[config.mk]
export PLATFORM = sky130hd
export DESIGN_NAME = operand_issue
export DESIGN_NICKNAME = d
export VERILOG_FILES = /design/src/rtl/operand_issue_pkg.sv /design/src/rtl/regfile_2r1w.sv /design/src/rtl/operand_issue.sv
export SDC_FILE = /design/constraint.sdc
export NUM_CORES = 2
export LEC_CHECK = 0
export ABC_AREA = 1
export BUFFER_PORTS_ARGS = -buffer_cell sky130_fd_sc_hd__buf_2
export CORE_ASPECT_RATIO = 0.9
export CORE_MARGIN = 2
export CORE_UTILIZATION = 30
export CTS_BUF_LIST = sky130_fd_sc_hd__clkbuf_4
export CTS_CLUSTER_DIAMETER = 40
export CTS_CLUSTER_SIZE = 24
export DETAILED_ROUTE_END_ITERATION = 8
export HOLD_SLACK_MARGIN = 0.15
export PLACE_DENSITY_LB_ADDON = 0.08
export SYNTH_ARGS = -nofsm -noshare
export SYNTH_HDL_FRONTEND = slang
export SYNTH_HIERARCHICAL = 1
export SYNTH_SLANG_ARGS = --single-unit
[constraint.sdc]
create_clock -name clk -period 4.3 [get_ports clk]
set_input_delay 0.645 -clock clk [delete_from_list [all_inputs] [get_ports clk]]
set_output_delay 0.645 -clock clk [all_outputs]
set_load 0.03 [all_outputs]
[src/rtl/operand_issue_pkg.sv]
// Shared definitions for the operand issue stage: opcodes, widths and the
// registered bundle handed to the ALU.
package operand_issue_pkg;

    localparam int unsigned DATA_W   = 32;
    localparam int unsigned NUM_REGS = 32;
    localparam int unsigned REG_AW   = $clog2(NUM_REGS);

    typedef enum logic [3:0] {
        OP_ADD = 4'd0,
        OP_SUB = 4'd1,
        OP_AND = 4'd2,
        OP_OR  = 4'd3,
        OP_SLL = 4'd4,
        OP_SRL = 4'd5,
        OP_SRA = 4'd6,
        OP_SGT = 4'd7,
        OP_SLT = 4'd8
    } alu_op_e;

    // op stays raw so undefined opcodes pass through untouched
    typedef struct packed {
        logic [3:0]        op;
        logic [DATA_W-1:0] rd1;
        logic [DATA_W-1:0] rd2;
        logic [4:0]        shamt;
        logic [REG_AW-1:0] dest;
    } issue_bundle_t;

endpackage

[src/rtl/regfile_2r1w.sv]
// Architectural register file: two read ports with write-back bypass,
// one write port, register 0 hardwired to zero.
module regfile_2r1w
    import operand_issue_pkg::*;
#(
    parameter int unsigned NREGS = NUM_REGS,
    parameter int unsigned XLEN  = DATA_W,
    localparam int unsigned AW   = $clog2(NREGS)
) (
    input  logic            clk,
    input  logic            rst_n,
    input  logic            we_i,
    input  logic [AW-1:0]   waddr_i,
    input  logic [XLEN-1:0] wdata_i,
    input  logic [AW-1:0]   raddr1_i,
    input  logic [AW-1:0]   raddr2_i,
    output logic [XLEN-1:0] rdata1_o,
    output logic [XLEN-1:0] rdata2_o
);

    logic [XLEN-1:0] regs_q [NREGS];

    always_ff @(posedge clk or negedge rst_n) begin
        if (!rst_n) begin
            for (int unsigned i = 0; i < NREGS; i++) begin
                regs_q[i] <= '0;
            end
        end else if (we_i && waddr_i != '0) begin
            regs_q[waddr_i] <= wdata_i;
        end
    end

    // Bypass first, then r0 forcing so a write-back to r0 never leaks through
    always_comb begin
        rdata1_o = regs_q[raddr1_i];
        if (we_i && waddr_i == raddr1_i) rdata1_o = wdata_i;
        if (raddr1_i == '0) rdata1_o = '0;

        rdata2_o = regs_q[raddr2_i];
        if (we_i && waddr_i == raddr2_i) rdata2_o = wdata_i;
        if (raddr2_i == '0) rdata2_o = '0;
    end

endmodule

[src/rtl/operand_issue.sv]
// Issue stage ahead of the ALU: operand read, pending-register scoreboard
// for RAW/WAW hazards and a registered valid/ready output bundle.
module operand_issue
    import operand_issue_pkg::*;
#(
    parameter int unsigned NREGS = NUM_REGS,
    parameter int unsigned XLEN  = DATA_W,
    localparam int unsigned AW   = $clog2(NREGS)
) (
    input  logic            clk,
    input  logic            rst_n,
    input  logic            in_valid,
    output logic            in_ready,
    input  logic [3:0]      in_op,
    input  logic [AW-1:0]   in_rs1,
    input  logic [AW-1:0]   in_rs2,
    input  logic [AW-1:0]   in_rd,
    input  logic [4:0]      in_shamt,
    output logic            out_valid,
    input  logic            out_ready,
    output logic [3:0]      out_op,
    output logic [XLEN-1:0] out_rd1,
    output logic [XLEN-1:0] out_rd2,
    output logic [4:0]      out_shamt,
    output logic [AW-1:0]   out_dest,
    input  logic            wb_en,
    input  logic [AW-1:0]   wb_addr,
    input  logic [XLEN-1:0] wb_data
);

    logic [NREGS-1:0] pend_q, pend_d;
    issue_bundle_t    bundle_q, bundle_d;
    logic             valid_q, valid_d;
    logic [XLEN-1:0]  rs1_data, rs2_data;
    logic             busy_rs1, busy_rs2, busy_rd;
    logic             hazard, slot_free, issue;

    regfile_2r1w #(
        .NREGS (NREGS),
        .XLEN  (XLEN)
    ) u_rf (
        .clk      (clk),
        .rst_n    (rst_n),
        .we_i     (wb_en),
        .waddr_i  (wb_addr),
        .wdata_i  (wb_data),
        .raddr1_i (in_rs1),
        .raddr2_i (in_rs2),
        .rdata1_o (rs1_data),
        .rdata2_o (rs2_data)
    );

    // A register being written back this cycle is no longer a hazard
    assign busy_rs1  = (in_rs1 != '0) && pend_q[in_rs1] && !(wb_en && wb_addr == in_rs1);
    assign busy_rs2  = (in_rs2 != '0) && pend_q[in_rs2] && !(wb_en && wb_addr == in_rs2);
    assign busy_rd   = (in_rd  != '0) && pend_q[in_rd]  && !(wb_en && wb_addr == in_rd);
    assign hazard    = in_valid && (busy_rs1 || busy_rs2 || busy_rd);
    assign slot_free = !valid_q || out_ready;
    assign in_ready  = slot_free && !hazard;
    assign issue     = in_valid && in_ready;

    always_comb begin
        valid_d  = valid_q;
        bundle_d = bundle_q;
        pend_d   = pend_q;
        if (issue) begin
            valid_d  = 1'b1;
            bundle_d = '{op: in_op, rd1: rs1_data, rd2: rs2_data,
                         shamt: in_shamt, dest: in_rd};
        end else if (out_ready) begin
            valid_d = 1'b0;
        end
        // Clear before set: an issue claiming the register being retired keeps it pending
        if (wb_en) pend_d[wb_addr] = 1'b0;
        if (issue) pend_d[in_rd] = 1'b1;
        pend_d[0] = 1'b0;
    end

    always_ff @(posedge clk or negedge rst_n) begin
        if (!rst_n) begin
            valid_q  <= 1'b0;
            bundle_q <= '0;
            pend_q   <= '0;
        end else begin
            valid_q  <= valid_d;
            bundle_q <= bundle_d;
            pend_q   <= pend_d;
        end
    end

    assign out_valid = valid_q;
    assign out_op    = bundle_q.op;
    assign out_rd1   = bundle_q.rd1;
    assign out_rd2   = bundle_q.rd2;
    assign out_shamt = bundle_q.shamt;
    assign out_dest  = bundle_q.dest;

endmodule

==> run_results.csv <==
group,metric,value,unit
sta,setup_tns,0,ns
routing,ant_nets,0,
critical_path,path_max_fanout,9,
grt,grt_pass1_wl,467.1,mm
cts,root_buffer,"clkbuf_4",
placed_design,io_buffers,145,
grt,met3_usage,5.589,%
grt,grt_use_total,28.39,%
sta,max_freq,250.6,MHz
routing,via_count,67600,
logic_synthesis,synth_edf_count,0,
grt,grt_use_met2,43.21,%
cts,clock_sinks,1134,
cts,clkTransAtPathRegs,0.08,ns
power,power_leakage,37.20,nW
finish,num-nets-final,9718,
routing,drtPass1Iterations,6,
routing,route.detailed.drc,0,
floorplanning,core,216900,sq um
cts,cts_resized,0,
floorplanning,initial_core_util,30.24,%
floorplanning,die_h,447.6,um
grt,grt_pass1_vias,63880,
job,cap_violations,0,
logic_synthesis,synth-main-ff-cell,"dfrtp_1",
power,power.total,34.13,mW
logic_synthesis,synth_fp_nets,9768,
floorplanning,row_count,162,
cts,htreeDepth,5,
grt,antenna_found_initial,24,
sta,setup_slack,0.3101,ns
critical_path,end_kind,"output pin",
critical_path,path_class,"flop to output pin",
routing,initialDrtViolationCount,7626,
logic_synthesis,synth_cell_types,29,
sta,period_needed,3.990,ns
floorplanning,io_pins,146,
grt,grt-ovfl-total,0,
finish,drive_gt1_share,9.332,%
logic_synthesis,seq_area_frac_synth,43.26,%
sta,finalHoldViolations,0,
floorplanning,die_w,496.9,um
logic_synthesis,synthCells,9702,
floorplanning,dieArea,222400,sq um
logic_synthesis,syn_avg_cell_area,6.761,sq um
critical_path,start_kind,"flop",
min_path,hold_path_class,"input port to flop",
placed_design,gp_congestion,0.8484,
cts,clk_path_buf_depth,4,
sta,slew_headroom,19.87,%
grt,grt_max_degree,149,
finish,design_area,75240,sq um
routing,wl,320.6,mm
sta,fin_worst_skew,0.1364,ns
critical_path,cp.arrival,3.34,ns
cts,clk-insertion-delay-late,1.37,ns
run_status,status,"completed",
sta,timing.final.crit_share,92.79,%
placed_design,place_hpwl,189.4,mm
sta,grt_setup_unrepaired,"false",
finish,area_growth,14.70,%
sta,report.final.slew_viol_count,0,
routing,wl_per_cell,25.15,um
power,powerDensity,453.6,nW/um^2
grt,grtUsageMet1,40.20,%
cts,cts_tree,"done",
critical_path,crit_required,3.65,ns
sta,fin_hold_ws,0.2723,ns
cts,cts_made_buffers,288,
placed_design,place_area,69640,sq um
grt,grt-busiest-layer,"met2",
routing,vias_per_cell,5.302,
logic_synthesis,ys_async_sr_fraction,100.0,%
logic_synthesis,synthesis.area,65590,sq um
placed_design,dp_slack,0.5516,ns
power,peakVddDrop,0.2808,mV
logic_synthesis,ys_ff_latch,1134,
sta,tightest_slew,1.201,ns
logic_synthesis,synth_warnings,6,
sta,setup_viol,0,
## registers in the layout, indices dropped and copies added (netlist names)
| name | cells |
|---|---|
| out_rd1 | 32 |
| out_op | 4 |
| out_valid | 1 |
| out_shamt | 5 |
| out_dest | 5 |
| u_rf/regs_q | 1024 |
| out_rd2 | 32 |
| pend_q | 31 |
## cell type report
cell class | count | area, sq um
fill | 23490 | 141600
multi-input combinational | 6744 | 30370
sequential | 1134 | 28380
timing repair buffer | 481 | 4674
inverter | 1003 | 3805
tap | 2870 | 3591
clock buffer | 331 | 2485
clock inverter | 166 | 1891
antenna | 19 | 47.55
## synth_stat cells (5+ instances only)
cell type / number / area (sq um)
nand2_1: 3235 / 12140
buf_6: 11 / 123.9
nand3_1: 1520 / 7607
dfrtp_1: 1134 / 28380
nand4_1: 113 / 706.9
inv_1: 981 / 3682
or2_2: 26 / 162.7
o211ai_1: 197 / 1479
a21oi_1: 122 / 610.6
o21ai_1: 63 / 315.3
clkinv_1: 5 / 18.77
buf_2: 139 / 695.7
buf_1: 84 / 315.3
inv_2: 17 / 63.81
clkbuf_1: 584 / 2192
o22ai_1: 15 / 93.84
nor3_2: 6 / 60.06
nor2_1: 307 / 1152
nor3_1: 12 / 60.06
o21ai_0: 1111 / 5560
nor2_2: 8 / 50.05
## per-layer routing
metal	up-vias	part of all wire, %
met4	4	3.1
met1	32890	46
met3	567	8.1
met2	2942	43
li1	31190	-
met5	-	0.0075
## what timing repair did
| action | CTS | global route |
|---|---|---|
| hold buffers | 116 | 0 |
| hold endpoints to repair | 1438 | 0 |
| setup buffers | 0 | 0 |
## worst max-delay path, stage by stage, from the launching register on
cell,delay (ns)
dfrtp_1,0.38
inv_1,0.20
nand2_1,0.08
nand3_1,0.08
nand2_1,0.07
nand2_1,0.05
nand2_1,0.05
nor2_1,0.11
nand2_1,0.07
nand3_1,0.13
nand2_1,0.11
nor2_4,0.30
o21a_1,0.17
buf_2,0.19
## power by group
group	switching [mW]	internal [mW]	total [mW]
combinational	5.74	2.62	8.35
clock	5.49	6.25	11.7
sequential	1.26	12.8	14.0
total	12.5	21.6	34.1
## per-stage QoR
step | util (%) | cells
after floorplan | - | 9702
after global placement | 32.11 | 12120
after detailed placement | 32.11 | 12120
after CTS | 34.67 | 12730
after global routing | 34.68 | 12740
final | 34.69 | 12750
## final timing paths
kind	slack, ns	depth (start not counted)	start	to
setup reg to reg	0.78	16	pend_q[18]	out_dest[2]
min in group asynchronous	0.70	4	rst_n	u_rf/regs_q[518]
hold reg to reg	0.38	0	u_rf/regs_q[1007]	u_rf/regs_q[1007]
setup / recovery	0.31	13	pend_q[18]	in_ready
max in group asynchronous	2.83	5	rst_n	u_rf/regs_q[93]
hold / removal	0.27	4	wb_data[24]	u_rf/regs_q[280]
## cell families (layout without fill, tap and decap cells)
family	count (synthesis)	count (layout)	synth area share, %
and+or+nand+nor	5231	5231	33.54
buffers and inverters	1824	1981	10.85
AOI/OAI and AO/OA	1510	1510	12.31
DFF	1134	1134	43.26
xor gates and xnor gates	3	3	0.04007
other	0	19	0
## cell usage in the layout (no fill, tap or decap), types with 133 or more instances in the layout
master,netlist,routed
clkbuf_4,0,331
inv_1,981,978
buf_4,3,142
nand2_1,3235,3210
nor2_1,307,303
o21ai_0,1111,1111
dfrtp_1,1134,1134
o211ai_1,197,197
buf_2,139,133
nand3_1,1520,1518
Power figures use the tool's default switching activity.
